===== config.mk =====
export PLATFORM = sky130hd
export DESIGN_NAME = seq_divider
export DESIGN_NICKNAME = d
export VERILOG_FILES = /design/src/rtl/seq_divider.sv
export SDC_FILE = /design/constraint.sdc
export NUM_CORES = 1
export LEC_CHECK = 0
export CAP_MARGIN = 20
export CORE_MARGIN = 3
export CORE_UTILIZATION = 40
export CTS_BUF_LIST = sky130_fd_sc_hd__clkbuf_8
export DETAILED_ROUTE_END_ITERATION = 16
export PLACE_DENSITY_LB_ADDON = 0.2
export SLEW_MARGIN = 20
export SYNTH_ARGS = -nofsm -noshare
export SYNTH_HDL_FRONTEND = slang
export SYNTH_SLANG_ARGS = --single-unit

===== constraint.sdc =====
create_clock -name clk -period 6.4 [get_ports clk]
set_clock_uncertainty 0.15 [all_clocks]
set_input_delay 1.28 -clock clk [delete_from_list [all_inputs] [get_ports clk]]
set_output_delay 1.28 -clock clk [all_outputs]
set_load 0.05 [all_outputs]

===== src/rtl/seq_divider.sv =====
// Multi-cycle restoring divider: resolves STEPS_PER_CYCLE quotient bits per clock behind a ready/start/done handshake.
// Define DIVIDER_SIGNED_EN for two's-complement operands (truncating division); otherwise unsigned only.
module seq_divider #(
  parameter int WIDTH           = 24,
  parameter int STEPS_PER_CYCLE = 1
) (
  input  logic             clk,
  input  logic             rst,
  input  logic             start,
  input  logic [WIDTH-1:0] N,
  input  logic [WIDTH-1:0] D,
  output logic             ready,
  output logic             busy,
  output logic             done,
  output logic [WIDTH-1:0] Q,
  output logic [WIDTH-1:0] R,
  output logic             div_by_zero
);
  localparam int SPC = (STEPS_PER_CYCLE < 1) ? 1 : STEPS_PER_CYCLE;
  localparam int K   = WIDTH / SPC;
  localparam int CW  = $clog2(K + 1);

  if (WIDTH < 2 || STEPS_PER_CYCLE < 1 || (WIDTH % SPC) != 0) begin : g_bad_cfg
    $error("seq_divider: WIDTH must be >= 2 and a multiple of STEPS_PER_CYCLE");
  end

  typedef enum logic [1:0] {S_IDLE, S_RUN, S_DONE} state_t;

  state_t           r_state, w_state_nxt;
  logic [WIDTH-1:0] r_n, r_d, r_q, r_q_o, r_r_o;
  logic [WIDTH:0]   r_p;
  logic [CW-1:0]    r_cnt;
  logic             r_dbz;

  logic [WIDTH-1:0] w_n_mag, w_d_mag, w_n_step, w_q_step, w_q_fin, w_r_fin;
  logic [WIDTH:0]   w_p_step, w_pp;
  logic             w_qbit, w_d_zero, w_last;

  assign w_d_zero    = (D == '0);
  assign w_last      = (r_cnt == CW'(1));
  assign Q           = r_q_o;
  assign R           = r_r_o;
  assign div_by_zero = r_dbz;

`ifdef DIVIDER_SIGNED_EN
  logic r_q_neg, r_r_neg;

  assign w_n_mag = N[WIDTH-1] ? -N : N;
  assign w_d_mag = D[WIDTH-1] ? -D : D;
  assign w_q_fin = r_q_neg ? -w_q_step : w_q_step;
  assign w_r_fin = r_r_neg ? -w_p_step[WIDTH-1:0] : w_p_step[WIDTH-1:0];

  always_ff @(posedge clk) begin
    if (rst) begin
      r_q_neg <= 1'b0;
      r_r_neg <= 1'b0;
    end else if (r_state == S_IDLE && start) begin
      r_q_neg <= N[WIDTH-1] ^ D[WIDTH-1];
      r_r_neg <= N[WIDTH-1];
    end
  end
`else
  assign w_n_mag = N;
  assign w_d_mag = D;
  assign w_q_fin = w_q_step;
  assign w_r_fin = w_p_step[WIDTH-1:0];
`endif

  // STEPS_PER_CYCLE restoring steps chained combinationally within one clock.
  always_comb begin
    w_p_step = r_p;
    w_n_step = r_n;
    w_q_step = r_q;
    w_pp     = '0;
    w_qbit   = 1'b0;
    for (int s = 0; s < SPC; s++) begin
      w_pp     = {w_p_step[WIDTH-1:0], w_n_step[WIDTH-1]};
      w_n_step = w_n_step << 1;
      w_qbit   = (w_pp >= {1'b0, r_d});
      w_p_step = w_qbit ? (w_pp - {1'b0, r_d}) : w_pp;
      w_q_step = {w_q_step[WIDTH-2:0], w_qbit};
    end
  end

  always_ff @(posedge clk) begin
    if (rst) r_state <= S_IDLE;
    else     r_state <= w_state_nxt;
  end

  always_comb begin
    w_state_nxt = r_state;
    ready       = (r_state == S_IDLE) && !rst;
    busy        = (r_state == S_RUN);
    done        = (r_state == S_DONE);
    case (r_state)
      S_IDLE:  if (start) w_state_nxt = w_d_zero ? S_DONE : S_RUN;
      S_RUN:   if (w_last) w_state_nxt = S_DONE;
      S_DONE:  w_state_nxt = S_IDLE;
      default: w_state_nxt = S_IDLE;
    endcase
  end

  always_ff @(posedge clk) begin
    if (rst) begin
      r_n   <= '0;
      r_d   <= '0;
      r_p   <= '0;
      r_q   <= '0;
      r_cnt <= '0;
      r_q_o <= '0;
      r_r_o <= '0;
      r_dbz <= 1'b0;
    end else begin
      case (r_state)
        S_IDLE: if (start) begin
          r_n   <= w_n_mag;
          r_d   <= w_d_mag;
          r_p   <= '0;
          r_q   <= '0;
          r_cnt <= CW'(K);
          r_dbz <= w_d_zero;
          // Divide by zero skips RUN, so its results are registered right here.
          if (w_d_zero) begin
            r_q_o <= '1;
            r_r_o <= N;
          end
        end
        S_RUN: begin
          r_n   <= w_n_step;
          r_p   <= w_p_step;
          r_q   <= w_q_step;
          r_cnt <= r_cnt - 1'b1;
          if (w_last) begin
            r_q_o <= w_q_fin;
            r_r_o <= w_r_fin;
          end
        end
        default: ;
      endcase
    end
  end
endmodule


==> flow_metrics.py <==
metrics = {
    "synthesis": {
        "netlist_area_um2": 7450,
        "synth_area_per_cell_um2": 7.67,
        "syn_nets": 1050,
        "ys_seq_area_share_pct": 40.6,
        "synth_cell_types": 71,
        "synth.ff_latch_count": 151,
        "async_flop_share_pct": 0,
        "synth_edf_count": 0,
        "ys_warn_count": 0,
        "ys.flop_type": "dfxtp_1",
        "syn_inst": 972,
    },
    "clock_tree": {
        "insertion_delay_ps": 470,
        "post_cts_buffers": 0,
        "clock-root-buffer": "clkbuf_8",
        "cts_tree": "done",
        "clock-sinks": 151,
        "clk_path_buf_depth": 2,
        "ctsResizeCount": 0,
        "h-tree-depth": 4,
        "path_clk_slew_ps": 80,
        "holdBufCountCts": 0,
        "cts-buffers-inserted": 17,
    },
    "pwr": {
        "p_leak_nw": 3.21,
        "pwr_density_cell_nw_per_um2": 446,
        "peakVddDrop_mv": 0.370,
        "finalPower_w": 0.00399,
    },
    "final_layout": {
        "final.fill_count": 1830,
        "antenna_cells": 0,
        "area_growth_pct": 20.0,
        "layout-drive-gt1-share_pct": 6.31,
        "fin_nets": 1111,
        "final_util_pct": 49.3,
        "design_area_um2": 8940,
        "final_cell_mix": "176 x nand2_1, 151 x dfxtp_1, 111 x a21oi_1",
        "final_common_cell": "nand2_1",
    },
    "worst_hold_path": {
        "worstHoldStart": "r_d[14]",
        "hold_path_depth": 2,
        "hold_class": "flip-flop to flip-flop",
    },
    "setup_path": {
        "critPathLaunch": "rst",
        "worstSetupPathType": "input port to primary output",
        "worstSetupEndpointType": "primary output",
        "arrival_ps": 2800,
        "r2r-start": "r_d[1]",
        "ff2ff_path_depth": 10,
        "cp_max_fo": 61,
        "required_ps": 4970,
        "cp-start-kind": "input port",
    },
    "global_route": {
        "grt_pass1_wl_um": 34400,
        "grt_max_degree": 89,
        "gr-total-overflow": 0,
        "globalRouteTotalUtil_pct": 21.2,
        "grt_pass1_vias": 6598,
        "grt_antenna_before_repair": 0,
    },
    "placement": {
        "portBuffers": 102,
        "routabilityCongestion": 0.925,
        "dpl_cell_area_um2": 8560,
        "dpl.hpwl_um": 14700,
    },
    "timing": {
        "final.min_clock_period_ps": 4230,
        "finalSetupViolCount": 0,
        "rsz0062_at_grt": "no",
        "maxSlewViolCount": 0,
        "hold_viol_final": 0,
        "finalCritPeriodShare_pct": 66.1,
        "setup_tns_ps": 0,
        "slew_headroom_pct": 29.6,
        "max_freq_mhz": 236,
        "tightest_slew_ps": 1050,
    },
    "die": {
        "core_um2": 18100,
        "initial_utilization_pct": 41.1,
        "fp.dieH_um": 143,
        "ioPinCount": 103,
        "dieArea_um2": 20300,
        "rows": 49,
        "fp.dieW_um": 143,
    },
    "drt": {
        "wl_um": 21500,
        "num_vias": 7015,
        "viasPerCell": 5.50,
        "wl_per_cell_um": 16.9,
        "initialDrtViolationCount": 551,
        "dr.pass1.iters": 5,
        "drc": 0,
        "postRouteAntennaNets": 0,
    },
    "flow_run": {
        "maxCapViolCount": 0,
    },
    "run_status": {
        "status": "completed",
    },
}
[sequential cells by signal (all words and copies together), names as in the netlist]
signal,count
div_by_zero,1
r_n,24
Q,24
r_cnt,5
R,24
r_p,24
r_q,23
r_d,24
r_state,2
[layer usage]
metal,vias to the layer above,wire [um],global-route usage (%)
met3,30,1180,4.40
li1,3528,-,-
met4,0,398,6.65
met5,-,0,0
met1,3287,9880,29.5
met2,170,10100,33.2
[path summary, 6_finish.rpt]
| check | endpoint | slack, ps |
|---|---|---|
| max | ready | 2170 |
| min | r_d[14] | 310 |
| max reg2reg | r_p[14] | 2770 |
| min reg2reg | r_d[14] | 310 |
[kinds of logic (layout without fill, tap and decap cells)]
group | after synthesis | count (layout) | share of synthesized area [%]
AO/OA/AOI/OAI | 244 | 244 | 21.0
XOR/XNOR | 18 | 18 | 2.12
adder cells (fa/ha/maj) | 27 | 27 | 4.63
buffers and inverters | 105 | 179 | 5.59
flip-flops | 151 | 151 | 40.6
multiplexers | 9 | 9 | 1.29
AND/OR/NAND/NOR | 418 | 418 | 24.8
[worst max-delay path, cell delays in order]
cell and delay (ps):
buf_4 300, nor3_1 340, clkdlybuf4s50_1 870
[stage by stage]
step | cells | hold WS (ps) | setup WS [ps]
CTS | 1275 | 309 | 2180
detailed placement | 1243 | 297 | 2000
global placement | 1243 | 294 | 2030
global route | 1275 | 320 | 2130
floorplan | 972 | 285 | 2040
finish | 1275 | 308 | 2170
[report_power, final]
part	switching (W)	internal [W]	total (W)
clock	0.000434	0.000291	0.000725
combinational	0.00134	0.000801	0.00214
sequential	0.0000859	0.00103	0.00112
[cell type report]
cell class / count / area, um^2 / share of cell area [%]
inverter: 38 / 143 / 1.60
clock buffer: 17 / 234 / 2.62
sequential: 151 / 3020 / 33.8
tap: 229 / 287 / 3.20
multi-input combinational: 716 / 4030 / 45.1
timing repair buffer: 109 / 1070 / 12.0
clock inverter: 15 / 153 / 1.71
[cell usage after synthesis (4+ instances only)]
master    instances  area share (%)
nand2_1         177             8.9
dfxtp_1         151              41
a21oi_1         111             7.5
nor2_1           98             4.9
nor3_1           57             3.8
clkbuf_1         52             2.6
inv_1            37             1.9
nand3_1          35             2.4
ha_1             26             4.4
o21ai_0          25             1.7
a311oi_1         23             2.7
a211oi_1         20             2.0
xnor2_1          11             1.3
buf_1             9            0.45
nor4_1            9            0.76
o211ai_1          8            0.81
a21o_1            7            0.71
xor2_1            7            0.82
o31ai_1           6            0.60
or3_1             6            0.50
a31oi_1           5            0.42
and3_1            5            0.42
a21boi_0          4            0.40
mux2i_1           4            0.54
nand4_1           4            0.34
o21a_1            4            0.40
o21ai_1           4            0.27
or2_2             4            0.34
(Power assumes the default switching activity.)
